===== src/rtl/wb_dest_queue.sv =====
// Write-back destination selector feeding a small FIFO of pending register-file writes.
// Also flags invalid selects and answers "is a write to this index still pending?".
module wb_dest_queue #(
    parameter int AW        = 5,
    parameter int DW        = 32,
    parameter int DEPTH     = 4,
    parameter int LINK_REG  = 31,
    parameter int SP_REG    = 29,
    parameter int DROP_ZERO = 1
) (
    input  logic                         clk,
    input  logic                         reset_n,
    input  logic                         in_valid,
    output logic                         in_ready,
    input  logic [2:0]                   dst_sel,
    input  logic [AW-1:0]                rs_field,
    input  logic [AW-1:0]                rt_field,
    input  logic [AW-1:0]                rd_field,
    input  logic [DW-1:0]                wdata,
    output logic                         out_valid,
    input  logic                         out_ready,
    output logic [AW-1:0]                out_addr,
    output logic [DW-1:0]                out_data,
    input  logic [AW-1:0]                query_addr,
    output logic                         query_hit,
    output logic [$clog2(DEPTH+1)-1:0]   count,
    output logic                         sel_err,
    input  logic                         err_clr
);

    localparam int PW = $clog2(DEPTH);
    localparam int CW = $clog2(DEPTH+1);

    logic [AW-1:0] addr_mem [DEPTH];
    logic [DW-1:0] data_mem [DEPTH];
    logic [PW-1:0] wr_ptr;
    logic [PW-1:0] rd_ptr;
    logic [AW-1:0] sel_idx;
    logic          sel_ok;
    logic          accept;
    logic          store;
    logic          pop;

    always_comb begin
        sel_idx = '0;
        sel_ok  = 1'b1;
        case (dst_sel)
            3'b000:  sel_idx = AW'(LINK_REG);
            3'b001:  sel_idx = AW'(SP_REG);
            3'b010:  sel_idx = rd_field;
            3'b011:  sel_idx = rt_field;
            3'b100:  sel_idx = rs_field;
            default: sel_ok  = 1'b0;
        endcase
    end

    // Both sides use valid/ready: a transfer happens on a rising edge where valid && ready;
    // ready/valid outputs come from registered count only, so no input-to-output loop exists.
    assign in_ready  = (count < CW'(DEPTH));
    assign out_valid = (count != '0);
    assign accept    = in_valid && in_ready;
    assign store     = accept && sel_ok && !((DROP_ZERO != 0) && (sel_idx == '0));
    assign pop       = out_valid && out_ready;

    assign out_addr  = out_valid ? addr_mem[rd_ptr] : '0;
    assign out_data  = out_valid ? data_mem[rd_ptr] : '0;

    // Only the count live entries starting at the head take part in the lookup.
    always_comb begin
        query_hit = 1'b0;
        for (int i = 0; i < DEPTH; i++) begin
            if ((CW'(i) < count) && (addr_mem[rd_ptr + PW'(i)] == query_addr))
                query_hit = 1'b1;
        end
        if ((DROP_ZERO != 0) && (query_addr == '0))
            query_hit = 1'b0;
    end

    always_ff @(posedge clk or negedge reset_n) begin
        if (!reset_n) begin
            count   <= '0;
            wr_ptr  <= '0;
            rd_ptr  <= '0;
            sel_err <= 1'b0;
        end else begin
            if (store)
                wr_ptr <= wr_ptr + PW'(1);
            if (pop)
                rd_ptr <= rd_ptr + PW'(1);
            case ({store, pop})
                2'b10:   count <= count + CW'(1);
                2'b01:   count <= count - CW'(1);
                default: count <= count;
            endcase
            // A new invalid select takes priority over a clear request.
            if (accept && !sel_ok)
                sel_err <= 1'b1;
            else if (err_clr)
                sel_err <= 1'b0;
        end
    end

    always_ff @(posedge clk) begin
        if (store) begin
            addr_mem[wr_ptr] <= sel_idx;
            data_mem[wr_ptr] <= wdata;
        end
    end

endmodule


===== config.mk =====
export PLATFORM = sky130hd
export DESIGN_NAME = wb_dest_queue
export DESIGN_NICKNAME = d
export VERILOG_FILES = /design/src/rtl/wb_dest_queue.sv
export SDC_FILE = /design/constraint.sdc
export NUM_CORES = 1
export LEC_CHECK = 0
export ABC_AREA = 0
export BUFFER_PORTS_ARGS = -buffer_cell sky130_fd_sc_hd__buf_2
export CAP_MARGIN = 20
export CELL_PAD_IN_SITES_DETAIL_PLACEMENT = 0
export CELL_PAD_IN_SITES_GLOBAL_PLACEMENT = 1
export CORE_ASPECT_RATIO = 0.6
export CORE_MARGIN = 5
export CORE_UTILIZATION = 48
export DETAILED_ROUTE_END_ITERATION = 6
export PLACE_DENSITY = 0.91
export SETUP_SLACK_MARGIN = 0.5
export SLEW_MARGIN = 20
export SYNTH_ARGS = -nofsm -noshare
export SYNTH_HDL_FRONTEND = slang
export SYNTH_SLANG_ARGS = --single-unit

===== constraint.sdc =====
create_clock -name clk -period 3.01 [get_ports clk]
set_input_delay 0.903 -clock clk [delete_from_list [all_inputs] [get_ports clk]]
set_output_delay 0.903 -clock clk [all_outputs]
set_load 0.01 [all_outputs]

==> results_dict.tcl, run 1 <==
set metrics [dict create \
    outcome "complete, but fails checks" \
    failed_checks "setup timing" \
    detailed_place.area_um2 7761 \
    grt_antenna_before_repair 3 \
    clockBufferDepth 2 \
    cp_max_fo 5 \
    area_delta_synth_final_pct 35.83 \
    number_of_global_route_vias_before_repair 4412 \
    crit_arrival_ps 2380 \
    synth.lib_cells_used.distinct 36 \
    grt_util_all_layers_pct 20.04 \
    fin_skew_ps 6.699 \
    total_power_uw 9095 \
    synth_nets 462 \
    relative_contribution_of_combinational_cells_to_total_power_pct 49.7 \
    worstSetupEndpointType "output port" \
    worstMarginPinSlew_ps 422.1 \
    grt_setup_unrepaired "true" \
    crit_chain "buf_12 -> mux4_2 -> xor2_1 -> nor4_1 -> nand3_1 -> o21ai_1 -> a22o_1 -> buf_2" \
    worstSetupStartpointType "flip-flop" \
    ff2ff_setup_slack_ps 760 \
    layout-drive-gt1-share_pct 51.39 \
    vias_per_std_cell 5.534 \
    number_of_placed_instances_taps_included 686 \
    netSwitchingFraction_pct 31.70 \
    detailedRoute.firstIterationViolations 330 \
    io_pins 104 \
    r2r-end "count[2]" \
    fin_setup_tns_ps -272.5 \
    tritoncts_clock_tree "done" \
    r2r.worst_path.cells 11 \
    hold_violations 0 \
    globalRouteOverflowTotal 0 \
    synth_top_family_by_area "multiplexers" \
    net_load_switching_power_uw 2883 \
    finish.net_count 631 \
    report.final.slew_viol_count 0 \
    die_w_um 164.5 \
    yosys-mux-area-fraction_pct 17.00 \
    drt_first_pass_iters 4 \
    post_synthesis_adder_cell_area_fraction_pct 1.638 \
    rr_startpoint "count[0]" \
    layout.cell_area.non_filler_um2 9339 \
    vias 4239 \
    hp-class "input pin to asynchronous set/reset pin" \
    vdd.ir_drop.worst_mv 0.4876 \
    maxCapViolCount 0 \
    final_common_cell "sky130_fd_sc_hd__edfxtp_1" \
    final_wl_um 16880 \
    report.final.setup_viol 1 \
    required_time_reported_for_the_critical_path_endpoint_ps 2110 \
    max_freq_mhz 304.6 \
    sequentialPowerShare_pct 30.2 \
    dp_worst_slack_ps -120.5 \
    post_synth_xor_area_fraction_pct 3.567 \
    n_antenna_cell 0 \
    die_area_um2 16900 \
    drt-wirelength-per-cell_um 22.04 \
    grt_first_pass_wirelength_um 24720 \
    synthesis.area_per_instance_um2 17.49 \
    timing.final.crit_share_pct 109.1 \
    cts_buffers 17 \
    slew-limit-headroom_pct 71.80 \
    fp.coreArea_um2 13830 \
    period_minus_slack_ps 3282 \
    finish.cell_count_without_fillers 766 \
    seq_area_frac_synth_pct 67.55 \
    starting_density_pct 49.71 \
    clock_sinks 156 \
    clock_network_fraction_of_total_power_pct 20.1 \
    final.setup.worst_slack_ps -272.5 \
    yosys_warnings 0 \
    cts_root_buf "sky130_fd_sc_hd__clkbuf_16" \
    cts.reportedPaths.clkPinSlew_ps 60 \
    timing_worst_setup_path_type "flip-flop to output port" \
    fp.dieH_um 102.7 \
    cts.htree.levels 4 \
    drcViolationCount 0 \
    netlist_instances 393 \
    crit_path_max_incr_delay_ps 510 \
    slowest_stage "sky130_fd_sc_hd__mux4_2" \
    post-dp-hpwl_um 9673 \
    gp_routability_congestion 0.9224 \
    final_cell_mix "sky130_fd_sc_hd__edfxtp_1, sky130_fd_sc_hd__buf_2, sky130_fd_sc_hd__buf_6" \
    p_int_uw 6212 \
    total_leakage_power_uw 0.003508 \
    placement.io_buffers 103 \
    compound_gate_fraction_of_synth_area_pct 2.475 \
    num_rows 33 \
    drt.antenna.violating_nets 0 \
    postSynthRegisterBits 156 \
    synthesized_area_um2 6875 \
    pwr_density_cell_nw_per_um2 973.9 \
    synth-simple-area-share_pct 5.569 \
    clk_latency_ps 400 \
    grt_start_max_net_pins 38 \
]
flip-flops by register name, summed over array words and instances, names as in the netlist:
register / count
sel_err: 1
data_mem: 128
wr_ptr: 2
count: 3
addr_mem: 20
rd_ptr: 2
layout make-up:
type                    instances  area (um2)
well taps                     192       240.2
repair buffers                167        1455
fillers                       909        4493
multi-input cells             207        2417
clock inverters                12       77.57
inverters                      13       66.31
clock buffers                  19       432.9
flip-flops and latches        156        4649
layer usage:
layer  up-vias  track usage [%]  wire length, um  part of all wire (%)
met1      2129            27.82             7361                    44
li1       1883                -                -                     -
met4         6            5.495              149                  0.88
met5         -                0               39                  0.23
met2       201            30.95             7703                    46
met3        20            6.632             1626                   9.6
worst max-delay path, delay by kind of cell, from the launching register on:
| family | cells | cell delay, ps |
|---|---|---|
| AND/OR/NAND/NOR | 2 | 400 |
| buffers and inverters | 2 | 260 |
| XOR/XNOR | 1 | 170 |
| multiplexers | 1 | 510 |
| flip-flops | 1 | 390 |
| AO/OA/AOI/OAI | 2 | 240 |
cell usage after synthesis:
master	n	area (um2)
sky130_fd_sc_hd__nor3_1	4	20.02
sky130_fd_sc_hd__nor2_1	6	22.52
sky130_fd_sc_hd__inv_2	2	7.510
sky130_fd_sc_hd__or4_1	1	7.510
sky130_fd_sc_hd__nand2_1	7	26.28
sky130_fd_sc_hd__nor2b_1	34	212.7
sky130_fd_sc_hd__edfxtp_1	148	4444
sky130_fd_sc_hd__inv_1	11	41.29
sky130_fd_sc_hd__o22ai_1	6	37.54
sky130_fd_sc_hd__xor2_1	13	113.9
sky130_fd_sc_hd__a31oi_1	2	12.51
sky130_fd_sc_hd__dfrtp_1	8	200.2
sky130_fd_sc_hd__mux2_2	2	22.52
sky130_fd_sc_hd__o32ai_1	1	8.760
sky130_fd_sc_hd__mux2_4	1	15.01
sky130_fd_sc_hd__mux2i_1	32	320.3
sky130_fd_sc_hd__mux4_2	36	810.8
sky130_fd_sc_hd__nand3_1	4	20.02
sky130_fd_sc_hd__and2_2	4	30.03
sky130_fd_sc_hd__nor4_1	1	6.260
sky130_fd_sc_hd__xnor2_1	15	131.4
sky130_fd_sc_hd__buf_6	1	11.26
sky130_fd_sc_hd__a22o_1	1	8.760
sky130_fd_sc_hd__a21oi_1	10	50.05
sky130_fd_sc_hd__buf_2	10	50.05
sky130_fd_sc_hd__a32oi_1	1	8.760
sky130_fd_sc_hd__nand4_1	2	12.51
sky130_fd_sc_hd__ha_1	9	112.6
sky130_fd_sc_hd__and3_1	2	12.51
sky130_fd_sc_hd__buf_1	2	7.510
sky130_fd_sc_hd__a2111o_1	1	11.26
sky130_fd_sc_hd__and2_1	1	6.260
sky130_fd_sc_hd__or3_1	1	6.260
sky130_fd_sc_hd__o21ai_0	4	20.02
sky130_fd_sc_hd__o2111a_2	1	12.51
sky130_fd_sc_hd__clkbuf_1	9	33.78
how the worst max path moves through the flow:
stage | start | to | slack [ps] | cells after the start
global route | rd_ptr[1] | query_hit | -350 | 9
finish | rd_ptr[0] | query_hit | -270 | 8
global placement | dst_sel[0] | count[2] | 8 | 10
floorplan | query_addr[3] | query_hit | 200 | 5
CTS | rd_ptr[1] | query_hit | -270 | 7
detailed placement | dst_sel[0] | count[2] | -120 | 10
kinds of logic (layout without fill, tap and decap cells):
| group | count (synthesis) | in the layout |
|---|---|---|
| buffers and inverters | 35 | 211 |
| AOI/OAI and AO/OA | 27 | 27 |
| adders and majority gates | 9 | 9 |
| DFF | 156 | 156 |
| and+or+nand+nor | 67 | 72 |
| xor gates and xnor gates | 28 | 28 |
| muxes | 71 | 71 |
timing repair:
item | 4_1_cts | 5_1_grt
endpoints found under the hold margin | 0 | 0
endpoints found under the setup margin | 189 | 188
resized for setup | 97 | 32
pin swaps | 9 | 7
cloned | 6 | 7
hold buffers | 0 | 0
buffers inserted | 29 | 7
power groups by stage:
stage               clock network, uW  registers [uW]  logic [uW]
finish                           1830            2750        4520
global route                     1970            2760        4810
CTS                              1850            2740        4180
detailed placement                  0            2810        2920
global placement                    0            2800        2880
floorplan                           0            2740        2000
metrics by stage:
step	util (%)	hold slack (ps)
5_1_grt	67.52	323.6
2_1_floorplan	-	534.8
3_5_place_dp	56.11	522.7
4_1_cts	65.53	316.3
6_report	67.52	333.5
3_3_place_gp	56.11	513.7
(Power assumes the default switching activity.)
==> inputs of run 2 (changes only) <==
--- a/config.mk
+++ b/config.mk
@@ -12,9 +12,9 @@
 export CELL_PAD_IN_SITES_GLOBAL_PLACEMENT = 1
 export CORE_ASPECT_RATIO = 0.6
 export CORE_MARGIN = 5
-export CORE_UTILIZATION = 48
+export CORE_UTILIZATION = 52
 export DETAILED_ROUTE_END_ITERATION = 6
-export PLACE_DENSITY = 0.91
+export PLACE_DENSITY = 0.95
 export SETUP_SLACK_MARGIN = 0.5
 export SLEW_MARGIN = 20
 export SYNTH_ARGS = -nofsm -noshare
==> constraint.sdc (replaced) <==
create_clock -name clk -period 3.9 [get_ports clk]
set_input_delay 1.17 -clock clk [delete_from_list [all_inputs] [get_ports clk]]
set_output_delay 1.17 -clock clk [all_outputs]
set_load 0.01 [all_outputs]
==> run 2 against run 1 <==
Effect of this change: the flow now finishes without violations; via count is 8.5% lower; final cell count is 9.4% lower; die area is 7.1% lower; critical endpoint unchanged; critical path type unchanged; clock skew is 4.5 ps higher; largest power group unchanged.
==> results_dict.tcl, run 2 (same netlist as run 1, synthesis figures left out) <==
set metrics [dict create \
    grt_antenna_before_repair 0 \
    report.final.slew_viol_count 0 \
    die_w_um 158.4 \
    cts_root_buf "sky130_fd_sc_hd__clkbuf_16" \
    n_antenna_cell 0 \
    die_area_um2 15700 \
    grt_first_pass_wirelength_um 22330 \
    maxCapViolCount 0 \
    total_leakage_power_uw 0.003104 \
    tritoncts_clock_tree "done" \
    number_of_placed_instances_taps_included 652 \
    sequentialPowerShare_pct 34.3 \
    clockBufferDepth 2 \
    layout-drive-gt1-share_pct 39.89 \
    clock_network_fraction_of_total_power_pct 28.9 \
    grt_setup_unrepaired "true" \
    net_load_switching_power_uw 1966 \
    slowest_stage "sky130_fd_sc_hd__dfrtp_4" \
    num_rows 32 \
    netSwitchingFraction_pct 31.15 \
    largest_register_ffs 128 \
    detailedRoute.firstIterationViolations 281 \
    final_common_cell "sky130_fd_sc_hd__edfxtp_1" \
    worst_hold_slack_ps 540.2 \
    area_delta_synth_final_pct 22.53 \
    report.final.setup_viol 0 \
    crit_chain "buf_12 -> mux2i_2 -> mux2i_1 -> xor2_1 -> a2111o_1 -> o22ai_1 -> a22o_1 -> buf_2" \
    fp.coreArea_um2 12890 \
    hp-class "flip-flop to flip-flop" \
    vdd.ir_drop.worst_mv 0.3031 \
    dp_worst_slack_ps 214.3 \
    period_minus_slack_ps 3634 \
    pwr_density_cell_nw_per_um2 749.1 \
    final_wl_um 14570 \
    vias_per_std_cell 5.586 \
    worstSetupStartpointType "flip-flop" \
    starting_density_pct 53.33 \
    io_pins 104 \
    number_of_global_route_vias_before_repair 3956 \
    fin_setup_tns_ps 0 \
    post-dp-hpwl_um 9560 \
    drt.antenna.violating_nets 0 \
    finish.net_count 580 \
    timing.final.crit_share_pct 93.18 \
    fp.dieH_um 99.07 \
    grt_start_max_net_pins 38 \
    cts_buffers 17 \
    slew-limit-headroom_pct 32.99 \
    clk_latency_ps 430 \
    p_int_uw 4345 \
    grt_util_all_layers_pct 19.29 \
    outcome "finished, final reports clean" \
    timing_worst_setup_path_type "flip-flop to output port" \
    total_power_uw 6311 \
    required_time_reported_for_the_critical_path_endpoint_ps 2730 \
    globalRouteOverflowTotal 0 \
    hold_violations 0 \
    biggestRegsByFlops "data_mem: 128 flops, addr_mem: 20 flops, count: 3 flops" \
    drcViolationCount 0 \
    max_freq_mhz 275.2 \
    clock_sinks 156 \
    cts.reportedPaths.clkPinSlew_ps 70 \
    final_cell_mix "sky130_fd_sc_hd__edfxtp_1, sky130_fd_sc_hd__buf_2, sky130_fd_sc_hd__mux4_2" \
    placement.io_buffers 103 \
    finish.cell_count_without_fillers 694 \
    relative_contribution_of_combinational_cells_to_total_power_pct 36.9 \
    gp_routability_congestion 0.8480 \
    cts.htree.levels 4 \
    drt_first_pass_iters 5 \
    drt-wirelength-per-cell_um 20.99 \
    vias 3877 \
    fin_skew_ps 11.24 \
    register_containing_the_most_flip_flops_in_the_final_layout "data_mem" \
    worstMarginPinSlew_ps 1005 \
    final.setup.worst_slack_ps 265.8 \
    cp_max_fo 6 \
    crit_path_max_incr_delay_ps 540 \
    crit_arrival_ps 2460 \
    worstSetupEndpointType "output port" \
]
==> run 2: what timing repair did <==
action,in CTS,in global routing
gates resized for setup,13,4
hold buffers,0,0
setup endpoints to repair,33,26
setup buffers,6,4
==> run 2: worst max-delay path, delay by kind of cell (launching register included) <==
| kind | cells | cell delay [ps] |
|---|---|---|
| multiplexers | 2 | 480 |
| flip-flops | 1 | 540 |
| AO/OA/AOI/OAI | 3 | 570 |
| buffers and inverters | 2 | 280 |
| XOR/XNOR | 1 | 170 |
==> run 2: final timing paths <==
| check | start | to | slack (ps) | depth (start not counted) |
|---|---|---|---|---|
| max | rd_ptr[1] | query_hit | 270 | 8 |
| max reg2reg | count[0] | count[2] | 1470 | 10 |
| max in group asynchronous | reset_n | rd_ptr[1] | 3090 | 1 |
| min in group asynchronous | reset_n | sel_err | 590 | 1 |
| min | sel_err | sel_err | 540 | 2 |
| min reg2reg | sel_err | sel_err | 540 | 2 |
==> run 2: area by class of cell <==
cell class                      instances  area [um2]
Sequential cell                       156        4652
Multi-Input combinational cell        202        2125
Clock inverter                         15       232.7
Timing Repair Buffer                  121       728.2
Clock buffer                           17       425.4
Fill cell                             859        4468
Inverter                               13       48.80
Tap cell                              170       212.7
==> run 2: through the flow <==
stage / util (%) / area [um2]
after floorplan: - / 6877
after global placement: 58.84 / 7586
after detailed placement: 58.84 / 7586
after CTS: 64.73 / 8346
after global routing: 65.34 / 8424
final: 65.34 / 8424
==> run 2: per-layer routing <==
| metal | track usage (%) | vias up | part of all wire (%) |
|---|---|---|---|
| li1 | - | 1763 | - |
| met1 | 27.85 | 1931 | 44 |
| met2 | 28.68 | 162 | 46 |
| met4 | 4.980 | 0 | 1.4 |
| met5 | 0 | - | 0 |
| met3 | 6.275 | 21 | 8.2 |
==> run 2: power by group through the flow <==
stage	combinational (uW)	sequential [uW]	clock, uW
6_report	2330	2160	1820
2_1_floorplan	1500	2120	0
4_1_cts	2270	2160	1840
3_3_place_gp	2080	2200	0
5_1_grt	2500	2180	1920
3_5_place_dp	2110	2220	0
